**config.mk**
```make
export PLATFORM = sky130hd
export DESIGN_NAME = pc_fetch_unit
export DESIGN_NICKNAME = d
export VERILOG_FILES = /design/src/rtl/pc_fetch_unit_pkg.sv /design/src/rtl/pc_fetch_unit_target.sv /design/src/rtl/pc_fetch_unit.sv
export SDC_FILE = /design/constraint.sdc
export NUM_CORES = 1
export LEC_CHECK = 0
export CORE_MARGIN = 1.5
export CORE_UTILIZATION = 49
export DETAILED_ROUTE_END_ITERATION = 10
export PLACE_DENSITY = 0.93
export SYNTH_ARGS = -nofsm -noshare
export SYNTH_HDL_FRONTEND = slang
export SYNTH_HIERARCHICAL = 1
export SYNTH_SLANG_ARGS = --single-unit
export TNS_END_PERCENT = 50
```
**constraint.sdc**
```tcl
create_clock -name clk -period 6.1 [get_ports clk]
set_clock_uncertainty 0.05 [all_clocks]
set_input_delay 1.22 -clock clk [delete_from_list [all_inputs] [get_ports clk]]
set_output_delay 1.22 -clock clk [all_outputs]
set_load 0.01 [all_outputs]
```
**src/rtl/pc_fetch_unit_pkg.sv**
```systemverilog
// Shared definitions for the F-stage PC fetch unit.
//   ADDR_W_DEF   : default PC width
//   RESET_PC_DEF : default PC loaded on reset
//   EXC_VEC_DEF  : default exception entry address
//   npc_src_e    : which source supplies the next fetch PC
//   pend_state_e : redirect-pending state (IDLE / PEND)
package pc_fetch_unit_pkg;

   localparam int unsigned ADDR_W_DEF   = 32;
   localparam logic [31:0] RESET_PC_DEF = 32'h0000_3000;
   localparam logic [31:0] EXC_VEC_DEF  = 32'h0000_4180;

   typedef enum logic [2:0] {
      SEQ,
      BR,
      J,
      JR,
      PEND,
      EXC,
      ERET
   } npc_src_e;

   typedef enum logic {
      S_IDLE,
      S_PEND
   } pend_state_e;

endpackage

```
**src/rtl/pc_fetch_unit_target.sv**
```systemverilog
// Combinational redirect-target mux for D-stage control transfers.
//   br_taken/j_en/jr_en : redirect requests, priority br > j > jr
//   d_pc                : PC of the instruction in D
//   imm                 : branch offset field (sign-extended, word offset)
//   instr_index         : jump index field
//   jr_target           : forwarded register target
//   target              : selected redirect address
//   redir_v             : any redirect requested
//   src                 : which redirect source was selected (SEQ if none)
module npc_target_calc
   import pc_fetch_unit_pkg::*;
#(
   parameter int unsigned ADDR_W  = ADDR_W_DEF,
   parameter int unsigned IMM_W   = 16,
   parameter int unsigned INDEX_W = 26
) (
   input  logic               br_taken,
   input  logic               j_en,
   input  logic               jr_en,
   input  logic [ADDR_W-1:0]  d_pc,
   input  logic [IMM_W-1:0]   imm,
   input  logic [INDEX_W-1:0] instr_index,
   input  logic [ADDR_W-1:0]  jr_target,
   output logic [ADDR_W-1:0]  target,
   output logic               redir_v,
   output npc_src_e           src
);

   // Bits of the PC replaced by a jump; also correct when ADDR_W == INDEX_W+2
   // (the shift then yields zero and the mask becomes all ones).
   localparam logic [ADDR_W-1:0] LOW_MASK = (ADDR_W'(1) << (INDEX_W + 2)) - ADDR_W'(1);

   logic [ADDR_W-1:0] br_off;
   logic [ADDR_W-1:0] br_tgt;
   logic [ADDR_W-1:0] j_tgt;

   always_comb begin
      br_off = {{(ADDR_W - IMM_W){imm[IMM_W-1]}}, imm} << 2;
      br_tgt = d_pc + ADDR_W'(4) + br_off;
      j_tgt  = (d_pc & ~LOW_MASK) | (ADDR_W'(instr_index) << 2);
   end

   always_comb begin
      target  = jr_target;
      src     = SEQ;
      redir_v = br_taken | j_en | jr_en;
      if (br_taken) begin
         target = br_tgt;
         src    = BR;
      end else if (j_en) begin
         target = j_tgt;
         src    = J;
      end else if (jr_en) begin
         target = jr_target;
         src    = JR;
      end
   end

endmodule

```
**src/rtl/pc_fetch_unit.sv**
```systemverilog
// F-stage PC register and next-PC selection.
//   clk, reset          : clock, synchronous active-high reset
//   stall               : hazard stall, freezes F
//   imem_ready          : instruction for f_pc returned this cycle
//   br_taken/j_en/jr_en : D-stage redirects with their operand fields
//   exc_req/eret_req    : CP0 exception entry / eret, with epc
//   f_pc                : registered fetch PC
//   npc                 : value f_pc takes at the next edge
//   f_adel              : f_pc misaligned
//   pend_valid          : a redirect is latched awaiting the delay-slot fetch
module pc_fetch_unit
   import pc_fetch_unit_pkg::*;
#(
   parameter int unsigned       ADDR_W   = ADDR_W_DEF,
   parameter int unsigned       IMM_W    = 16,
   parameter int unsigned       INDEX_W  = 26,
   parameter logic [ADDR_W-1:0] RESET_PC = RESET_PC_DEF,
   parameter logic [ADDR_W-1:0] EXC_VEC  = EXC_VEC_DEF
) (
   input  logic               clk,
   input  logic               reset,
   input  logic               stall,
   input  logic               imem_ready,
   input  logic               br_taken,
   input  logic               j_en,
   input  logic               jr_en,
   input  logic [ADDR_W-1:0]  d_pc,
   input  logic [IMM_W-1:0]   imm,
   input  logic [INDEX_W-1:0] instr_index,
   input  logic [ADDR_W-1:0]  jr_target,
   input  logic               exc_req,
   input  logic               eret_req,
   input  logic [ADDR_W-1:0]  epc,
   output logic [ADDR_W-1:0]  f_pc,
   output logic [ADDR_W-1:0]  npc,
   output logic               f_adel,
   output logic               pend_valid
);

   pend_state_e       state, state_n;
   logic [ADDR_W-1:0] pend_pc, pend_pc_n;
   logic [ADDR_W-1:0] redir_target;
   logic              redir_v;
   npc_src_e          redir_src;
   npc_src_e          src;
   logic              hold;

   npc_target_calc #(
      .ADDR_W  (ADDR_W),
      .IMM_W   (IMM_W),
      .INDEX_W (INDEX_W)
   ) u_target (
      .br_taken    (br_taken),
      .j_en        (j_en),
      .jr_en       (jr_en),
      .d_pc        (d_pc),
      .imm         (imm),
      .instr_index (instr_index),
      .jr_target   (jr_target),
      .target      (redir_target),
      .redir_v     (redir_v),
      .src         (redir_src)
   );

   always_ff @(posedge clk) begin
      if (reset) begin
         f_pc    <= RESET_PC;
         state   <= S_IDLE;
         pend_pc <= '0;
      end else begin
         f_pc    <= npc;
         state   <= state_n;
         pend_pc <= pend_pc_n;
      end
   end

   always_comb begin
      hold      = 1'b0;
      src       = SEQ;
      state_n   = state;
      pend_pc_n = pend_pc;
      if (exc_req) begin
         src       = EXC;
         state_n   = S_IDLE;
         pend_pc_n = '0;
      end else if (eret_req) begin
         src       = ERET;
         state_n   = S_IDLE;
         pend_pc_n = '0;
      end else if (stall) begin
         hold = 1'b1;
      end else if (!imem_ready) begin
         // Delay-slot fetch still in flight: remember the newest redirect.
         hold = 1'b1;
         if (redir_v) begin
            state_n   = S_PEND;
            pend_pc_n = redir_target;
         end
      end else if (redir_v) begin
         src       = redir_src;
         state_n   = S_IDLE;
         pend_pc_n = '0;
      end else if (state == S_PEND) begin
         src       = PEND;
         state_n   = S_IDLE;
         pend_pc_n = '0;
      end
   end

   always_comb begin
      npc = f_pc + ADDR_W'(4);
      if (hold) begin
         npc = f_pc;
      end else begin
         case (src)
            BR, J, JR: npc = redir_target;
            PEND:      npc = pend_pc;
            EXC:       npc = EXC_VEC;
            ERET:      npc = epc;
            default:   npc = f_pc + ADDR_W'(4);
         endcase
      end
   end

   assign pend_valid = (state == S_PEND);
   assign f_adel     = |f_pc[1:0];

endmodule
```
==> results of run 1 <==
critical path, stage by stage:
cell and delay, ns:
clkdlybuf4s50_1 0.41, ha_1 0.29, ha_1 0.34, a21oi_1 0.15
nand2_1 0.10, o2111ai_2 0.26, nand4bb_1 0.20, o21ba_2 0.25
buf_4 0.14, xnor2_1 0.13, a21oi_1 0.10, a32o_1 0.29
a221oi_2 0.29, nand2_1 0.09, clkdlybuf4s50_1 0.49
cells in the mapped netlist, drive strengths merged (5+ instances only):
cell     n
and2     8
a21oi   83
inv     15
a31oi   16
xor2    12
nand2   68
a22oi   11
a21o    26
a32oi    7
nor3b   35
mux2i   20
o211ai   5
dfxtp   65
xnor2   14
o21ai   61
clkbuf  48
nand3   30
a211oi  22
and3    32
or2      8
o22ai    7
or3     10
nor2b   22
buf     22
and4     6
mux2     9
ha      58
nor3    17
a32o     6
nor2    79
a31o     6
a221oi   8
nand4   17
repair_timing:
item | 4_1_cts | 5_1_grt
endpoints found under the hold margin | 0 | 0
endpoints found under the setup margin | 18 | 20
pin swaps | 7 | 24
gates resized for setup | 22 | 44
setup buffers | 2 | 4
hold buffers | 0 | 0
final timing paths:
| check | cells past startpoint | to | slack [ns] |
|---|---|---|---|
| setup / recovery | 15 | npc[18] | 0.07 |
| hold / removal | 2 | pend_pc[16]$_SDFFE_PP0P_ | 0.43 |
| setup reg to reg | 7 | f_pc[27]$_SDFF_PP0_ | 3.20 |
| hold reg to reg | 2 | pend_pc[16]$_SDFFE_PP0P_ | 0.43 |
registers in the layout, summed over array words and instances (netlist names):
name	cells
f_pc	32
pend_valid	1
pend_pc	32
through the flow:
| stage | total power, W | utilization (%) |
|---|---|---|
| after global placement | 0.00117 | 70.0 |
| after global routing | 0.00187 | 74.0 |
| after floorplan | 0.000861 | - |
| after detailed placement | 0.00119 | 70.0 |
| final | 0.00179 | 74.0 |
| after CTS | 0.00175 | 72.6 |
final cells by class:
class / count / area [sq um]
inverters: 15 / 56.3
clock buffers: 10 / 229
clock inverters: 6 / 82.6
repair buffers: 315 / 2910
well taps: 180 / 225
flip-flops and latches: 65 / 1300
multi-input cells: 773 / 5480
fillers: 1003 / 3600
logic make-up after synthesis:
logic type | Yosys count
multiplexers | 29
flip-flops | 65
XOR/XNOR | 26
AND/OR/NAND/NOR | 352
other | 1
AO/OA/AOI/OAI | 306
buffers and inverters | 85
adder cells (fa/ha/maj) | 59
per-layer routing:
metal  vias to the layer above  track usage [%]
li1                       4000                -
met2                       585             56.3
met1                      4003             39.9
met5                         -                0
met3                       125             5.43
met4                         0             16.9
power by group through the flow:
stage               Combinational (W)  Sequential [W]  Clock (W)
CTS                          0.000737        0.000458   0.000550
global placement             0.000706        0.000466          0
global route                 0.000837        0.000461   0.000570
floorplan                    0.000394        0.000467          0
finish                       0.000779        0.000459   0.000549
detailed placement           0.000726        0.000467          0
==> results by group, run 1 <==
Yosys
  – XOR/XNOR Fraction of Synth Area: 3.27%
  – Mean post-synth cell area: 7.53 sq um
  – Async SR Flop Fraction: 0%
  – Most common flop cell mapped by yosys: dfxtp_1
  – Multiplexer share of the synthesized area: 4.34%
  – Compound-Gate Fraction of Synth Area: 30.2%
  – Syn Inst Count: 923
  – Synth Area in Simple Gates: 27.2%
  – Post-synth top area cell: dfxtp_1
  – Synth Area in Adders: 10.7%
  – Main combinational cell family by area after synthesis: compound AO/OA/AOI/OAI gates
  – Post-synth cell types: 94
  – Sequential fraction of the synthesis area: 18.7%
  – Yosys reg bits: 65
  – Post-Syn Area: 6950 sq um
  – Post-synth EDFFs: 0
  – Syn_nets: 1129
  – YS warnings: 6
  – Post-synth top area share: 18.7%
  – Synth top area cells: dfxtp_1 19%, ha_1 10%, a21oi_1 5.8%, nor2_1 4.2%, o21ai_0 4.0%

Drt
  – Total Wirelength: 25700 um
  – Detailed Route Iter0 Violations: 948
  – Metal2 WL: 12300 um
  – Vias: 8713
  – Wire length on met1: 9730 um
  – Via density per instance: 6.39
  – Drt first pass iters: 8
  – # DRC: 0
  – Routed Antenna Nets: 0
  – Highest routed layer: met4
  – DR WL met3: 2300 um
  – Wire per inst: 18.8 um

Critical path
  – CP endpoint kind: output port
  – WP data arrival: 4.76 ns
  – Critical Path Start Type: primary input
  – FF-to-FF Start: f_pc[5]$_SDFF_PP0_
  – Worst EP required: 4.83 ns
  – CP Launch Point: d_pc[7]
  – Classification of the worst setup path: in -> out
  – Crit Path Max Fanout: 4

GRT
  – Wire length of the first global-routing pass: 39600 um
  – Number of global-route vias before repair: 8327
  – GR Overflow Total: 0
  – Initial antenna violation count: 0
  – GRT Total Usage: 33.0%
  – Largest net degree at the start of global routing: 65

STA
  – Setup violations, final: 0
  – Maximum clock frequency: 166 MHz
  – Final worst slack: 0.0726 ns
  – Post-route minimum period: 6.03 ns
  – Setup TNS: 0 ns
  – Fin crit share: 98.8%
  – Max-slew headroom: 21.0%
  – Worst slew pin tran: 1.19 ns
  – Slew Limit Fails: 0
  – Final Hold Viols: 0
  – Hold Slack: 0.429 ns
  – Unrepaired setup endpoints after global routing: true

Run status
  – Status: completed

Pwr
  – Sw frac: 33.2%
  – Share of power burned in combinational logic: 43.6%
  – Flop pwr share: 25.7%
  – Internal power: 0.00119 W
  – Worst ir drop on vdd: 0.183 mV
  – Pwr/cell area: 174 nW/um^2
  – Switching power of the nets: 0.000594 W
  – Clk pwr share: 30.7%
  – LEAKAGE: 4.33 nW

Floorplanning
  – Rows: 43
  – Starting density of the core: 50.1%
  – Die area: 14900 sq um
  – Core area: 13900 sq um
  – I/O pins: 213
  – Die height: 122 um
  – Die W: 122 um

Finish
  – Leading cell type in the layout, fill and taps excluded: clkdlybuf4s50_1
  – Commonest non-fill, non-tap cells in the layout: 190 x clkdlybuf4s50_1, 102 x buf_4, 76 x nor2_1, 74 x a21oi_1, 67 x nand2_1
  – Layout Cells excl Fill: 1364
  – Design Area, Final: 10300 sq um
  – Layout area overhead: 47.8%
  – Share of cells above drive strength 1: 16.5%
  – ANT cells: 0
  – Final nets: 1385

Placed design
  – # placed instances: 1342
  – I/O Buffers: 212
  – Routability Congestion: 0.980
  – Place WS: -0.433 ns
  – DP HPWL: 18900 um
  – Placed cell area: 9710 sq um

Clock tree
  – Clk sinks: 65
  – CTS root buffer: clkbuf_16
  – CTS tree: yes
  – Max clock buf depth: 2
  – Num CTS Buffers: 9
  – Worst skew pair latency: 0.34 ns
  – Reg clk slew, reported paths: 0.05 ns
  – H-Tree Depth: 3

Job
  – Maxcap violations: 0

Hold path
  – Worst min path class: reg -> reg
  – Hold_sp: pend_pc[16]$_SDFFE_PP0P_
(Power assumes the default switching activity.)
==> inputs of run 2 (changes only) <==
--- a/config.mk
+++ b/config.mk
@@ -7,10 +7,11 @@
 export LEC_CHECK = 0
 export CORE_MARGIN = 1.5
 export CORE_UTILIZATION = 49
+export CTS_BUF_LIST = sky130_fd_sc_hd__clkbuf_4 sky130_fd_sc_hd__clkbuf_8
 export DETAILED_ROUTE_END_ITERATION = 10
 export PLACE_DENSITY = 0.93
 export SYNTH_ARGS = -nofsm -noshare
 export SYNTH_HDL_FRONTEND = slang
 export SYNTH_HIERARCHICAL = 1
 export SYNTH_SLANG_ARGS = --single-unit
-export TNS_END_PERCENT = 50
+export TNS_END_PERCENT = 20
==> results by group, run 2 (synthesis results as in run 1) <==
Run status
  – Status: complete, but fails checks
  – Violated checks: negative setup slack

Clock tree
  – Worst skew pair latency: 0.35 ns
  – H-Tree Depth: 3
  – Reg clk slew, reported paths: 0.07 ns
  – Max clock buf depth: 2
  – CTS tree: yes
  – Num CTS Buffers: 9
  – Clk sinks: 65
  – CTS root buffer: clkbuf_8

Pwr
  – Clk pwr share: 25.0%
  – Share of power burned in combinational logic: 46.9%
  – Internal power: 0.00107 W
  – Flop pwr share: 28.1%
  – Pwr/cell area: 162 nW/um^2
  – Tot Pwr: 0.00163 W
  – Sw frac: 34.7%
  – Switching power of the nets: 0.000567 W
  – Worst ir drop on vdd: 0.181 mV
  – LEAKAGE: 4.22 nW

GRT
  – Initial antenna violation count: 0
  – GR Overflow Total: 0
  – Largest net degree at the start of global routing: 65
  – Number of global-route vias before repair: 8210
  – Wire length of the first global-routing pass: 39200 um
  – GRT Total Usage: 32.7%

Hold path
  – Hold_sp: pend_pc[16]$_SDFFE_PP0P_
  – Worst min path class: reg -> reg

STA
  – Final worst slack: -0.134 ns
  – Max-slew headroom: 22.9%
  – Setup TNS: -0.450 ns
  – Maximum clock frequency: 160 MHz
  – Post-route minimum period: 6.23 ns
  – Worst slew pin tran: 1.16 ns
  – Fin crit share: 102%
  – Unrepaired setup endpoints after global routing: true
  – Final Hold Viols: 0
  – Setup violations, final: 4
  – Slew Limit Fails: 0

Critical path
  – Classification of the worst setup path: in -> out
  – Critical Path, Cell by Cell: clkdlybuf4s50_1, ha_1, ha_1, a21oi_2, nor2_1, o2111ai_2, nand4bb_1, o21ba_2, a21o_1, a311oi_1, and3_1, o21ai_0, buf_4, nand4_1, clkdlybuf4s50_1
  – FF-to-FF Start: f_pc[4]$_SDFF_PP0_
  – CP endpoint kind: output port
  – Worst EP required: 4.83 ns
  – CP Launch Point: d_pc[4]
  – Crit path max-delay cell type: clkdlybuf4s50_1
  – Biggest cell delay along the critical path: 0.54 ns
  – WP data arrival: 4.96 ns
  – Crit Path Max Fanout: 3
  – Critical Path Start Type: primary input

Drt
  – Total Wirelength: 25200 um
  – Detailed Route Iter0 Violations: 974
  – Wire per inst: 18.5 um
  – Routed Antenna Nets: 0
  – Drt first pass iters: 6
  – Vias: 8672
  – Via density per instance: 6.37
  – # DRC: 0

Placed design
  – Place WS: -0.433 ns
  – Routability Congestion: 0.980
  – Placed cell area: 9710 sq um
  – DP HPWL: 18900 um
  – I/O Buffers: 212

Job
  – Maxcap violations: 0

Floorplanning
  – Die W: 122 um
  – Die height: 122 um
  – Starting density of the core: 50.1%
  – Die area: 14900 sq um
  – I/O pins: 213
  – Core area: 13900 sq um
  – Rows: 43

Finish
  – Layout area overhead: 45.1%
  – Commonest non-fill, non-tap cells in the layout: 197 x clkdlybuf4s50_1, 100 x buf_4, 78 x nor2_1, 75 x a21oi_1, 67 x nand2_1
  – Leading cell type in the layout, fill and taps excluded: clkdlybuf4s50_1
  – Fillers: 1038
  – Final nets: 1383
  – Share of cells above drive strength 1: 15.7%
  – Layout Utilization: 72.7%
  – Design Area, Final: 10100 sq um
  – ANT cells: 0
## run 2: power by group through the flow
stage	logic (W)	clock network (W)	registers (W)
final	0.000766	0.000408	0.000458
after CTS	0.000735	0.000413	0.000457
after global placement	0.000706	0	0.000466
after detailed placement	0.000726	0	0.000467
after global routing	0.000825	0.000432	0.000460
after floorplan	0.000394	0	0.000467
## run 2: layout make-up
cell class / instances / area [sq um] / share of cell area [%]
Multi-Input combinational cell: 773 / 5420 / 53.7
Timing Repair Buffer: 313 / 2880 / 28.5
Sequential cell: 65 / 1300 / 12.9
Tap cell: 180 / 225 / 2.23
Clock buffer: 10 / 131 / 1.30
Clock inverter: 6 / 82.6 / 0.818
Inverter: 15 / 56.3 / 0.558
## run 2: through the flow
step	hold WS [ns]	cells
finish	0.436	1362
CTS	0.435	1359
global placement	0.408	1342
floorplan	0.398	923
detailed placement	0.417	1342
global route	0.463	1362
## run 2: worst paths after layout
kind,endpoint,slack [ns],depth (start not counted)
max,npc[20],-0.13,15
min,pend_pc[16]$_SDFFE_PP0P_,0.44,2
max reg2reg,f_pc[27]$_SDFF_PP0_,3.20,7
min reg2reg,pend_pc[16]$_SDFFE_PP0P_,0.44,2
## run 2: worst max-delay path: cells and delay by family
family	cells	cell delay [ns]
compound gates	6	1.40
fa+ha+maj	2	0.65
buf+inv	3	1.11
simple gates	4	0.59
## run 2: timing repair
action | CTS | global route
hold buffers | 0 | 0
resized for setup | 19 | 29
setup endpoints to repair | 18 | 19
setup buffers | 1 | 3
pin swaps | 4 | 18
## run 2: routing by layer
layer	wire, um	vias to the layer above	track usage, %
li1	-	3998	-
met1	9670	3986	40.0
met2	12000	577	54.9
met3	2220	111	5.10
met4	1300	0	17.5
met5	0	-	0
==> inputs of run 3 (changes only) <==
--- a/config.mk
+++ b/config.mk
@@ -6,10 +6,11 @@
 export NUM_CORES = 1
 export LEC_CHECK = 0
 export CORE_MARGIN = 1.5
-export CORE_UTILIZATION = 49
+export CORE_UTILIZATION = 54
 export CTS_BUF_LIST = sky130_fd_sc_hd__clkbuf_4 sky130_fd_sc_hd__clkbuf_8
 export DETAILED_ROUTE_END_ITERATION = 10
-export PLACE_DENSITY = 0.93
+export DONT_BUFFER_PORTS = 1
+export PLACE_DENSITY = 0.79
 export SYNTH_ARGS = -nofsm -noshare
 export SYNTH_HDL_FRONTEND = slang
 export SYNTH_HIERARCHICAL = 1
==> results by group, run 3 (synthesis results as in run 1) <==
Run status
  – Status: completed

Floorplanning
  – I/O pins: 213
  – Die area: 13600 sq um
  – Die height: 116 um
  – Core area: 12600 sq um
  – Rows: 41
  – Starting density of the core: 55.3%
  – Die W: 116 um

Drt
  – # DRC: 0
  – Via density per instance: 6.73
  – Total Wirelength: 20500 um
  – Drt first pass iters: 7
  – Detailed Route Iter0 Violations: 729
  – Vias: 7115
  – Routed Antenna Nets: 0
  – Wire per inst: 19.4 um

Finish
  – Layout Utilization: 57.8%
  – Final nets: 1086
  – Design Area, Final: 7260 sq um
  – Layout area overhead: 4.41%
  – Leading cell type in the layout, fill and taps excluded: a21oi_1
  – Fillers: 1197
  – Commonest non-fill, non-tap cells in the layout: 80 x a21oi_1, 78 x nor2_1, 67 x nand2_1, 65 x dfxtp_1, 58 x ha_1
  – Share of cells above drive strength 1: 8.81%
  – ANT cells: 0

Hold path
  – Worst min path class: reg -> reg

Clock tree
  – Reg clk slew, reported paths: 0.08 ns
  – Worst skew pair latency: 0.37 ns
  – Hold_buf cts: 0
  – CTS root buffer: clkbuf_8
  – Max clock buf depth: 2
  – Post-cts gate resize count: 0
  – Num CTS Buffers: 9
  – H-Tree Depth: 3
  – Post-CTS Setup Inserts: 0
  – CTS tree: yes
  – Clk sinks: 65

STA
  – Slew Limit Fails: 0
  – Maximum clock frequency: 174 MHz
  – Final worst slack: 0.361 ns
  – Final Hold Viols: 0
  – Post-route minimum period: 5.74 ns
  – Fin crit share: 94.1%
  – Setup violations, final: 0
  – Setup TNS: 0 ns
  – Worst slew pin tran: 1.14 ns
  – Hold Slack: 0.434 ns
  – Unrepaired setup endpoints after global routing: false
  – Max-slew headroom: 23.8%

Placed design
  – Place WS: 0.399 ns
  – Routability Congestion: 0.926
  – DP HPWL: 15300 um
  – I/O Buffers: 0
  – Placed cell area: 6980 sq um

Critical path
  – WP data arrival: 4.47 ns
  – WP buf/inv: 0
  – Worst EP required: 4.83 ns
  – Crit path max-delay cell type: or4_1
  – Biggest cell delay along the critical path: 0.46 ns
  – Critical Path Start Type: primary input
  – Most used cell, CP: ha_1
  – Delay-heaviest family, CP: compound AO/OA/AOI/OAI gates
  – Critical Path, Cell by Cell: ha_1, ha_1, fa_1, a211oi_2, o21ai_2, nand3_2, a31o_4, nor2_2, or4_1, a31o_1, o2111a_1, a31oi_1, o2bb2ai_1, a211oi_1, nor2_1
  – CP endpoint kind: output port
  – Classification of the worst setup path: in -> out
  – Crit Path Max Fanout: 4

GRT
  – Routing usage on met1: 38.5%
  – GRT Max-Usage Layer: met2
  – Initial antenna violation count: 0
  – Largest net degree at the start of global routing: 65
  – GR Overflow Total: 0
  – Number of global-route vias before repair: 6310
  – Wire length of the first global-routing pass: 31500 um
  – GRT Total Usage: 29.5%
  – Met3 Use GR: 5.60%
  – Met2 Use GR: 48.0%

Job
  – Maxcap violations: 0

Pwr
  – Worst ir drop on vdd: 0.162 mV
  – Pwr/cell area: 200 nW/um^2
  – LEAKAGE: 2.92 nW
[run 3: cell count changes in the layout (fill, tap and decap cells not counted), sizes merged]
cell           previous run  this run
dlygate4sd2               5         0
buf                     104        16
clkbuf                   10        11
clkinv                    3         1
clkdlybuf4s50           197         0
dlymetal6s2s              7         0
bufinv                    2         4
clkinvlp                  1         0
[run 3: layout make-up]
cell class / count / area (sq um) / area share [%]
clock inverter: 5 / 125 / 1.72
inverter: 15 / 56.3 / 0.775
multi-input combinational: 773 / 5290 / 72.9
clock buffer: 11 / 151 / 2.09
sequential: 65 / 1300 / 17.9
tap: 172 / 215 / 2.96
timing repair buffer: 16 / 120 / 1.65
[run 3: final timing paths]
kind                                 from                      end  slack, ns  cells after the start
setup / recovery                  d_pc[3]                  npc[31]       0.36                     15
hold / removal    pend_pc[2]$_SDFFE_PP0P_  pend_pc[2]$_SDFFE_PP0P_       0.43                      2
setup reg to reg       f_pc[4]$_SDFF_PP0_      f_pc[24]$_SDFF_PP0_       3.12                      6
hold reg to reg   pend_pc[2]$_SDFFE_PP0P_  pend_pc[2]$_SDFFE_PP0P_       0.43                      2
[run 3: metrics by stage]
stage / total power, W / cells
after floorplan: 0.000861 / 923
after global placement: 0.000931 / 1041
after detailed placement: 0.000936 / 1041
after CTS: 0.00145 / 1057
after global routing: 0.00153 / 1057
final: 0.00145 / 1057
[run 3: worst reg2reg max path: cells and delay by family (launching register included)]
family | cells | cell delay (ns)
AND/OR/NAND/NOR | 5 | 2.03
AO/OA/AOI/OAI | 1 | 0.35
flip-flops | 1 | 0.49
[run 3: routing by layer]
metal | vias up | share of wire (%)
met5 | - | 0
met4 | 0 | 3.4
met3 | 52 | 8.0
met2 | 354 | 47
met1 | 3311 | 42
li1 | 3398 | -
[run 3: where the power goes]
part / switching [W] / internal (W) / total [W]
Clock: 0.000181 / 0.000335 / 0.000516
Sequential: 0.0000258 / 0.000439 / 0.000465
Combinational: 0.000276 / 0.000196 / 0.000471
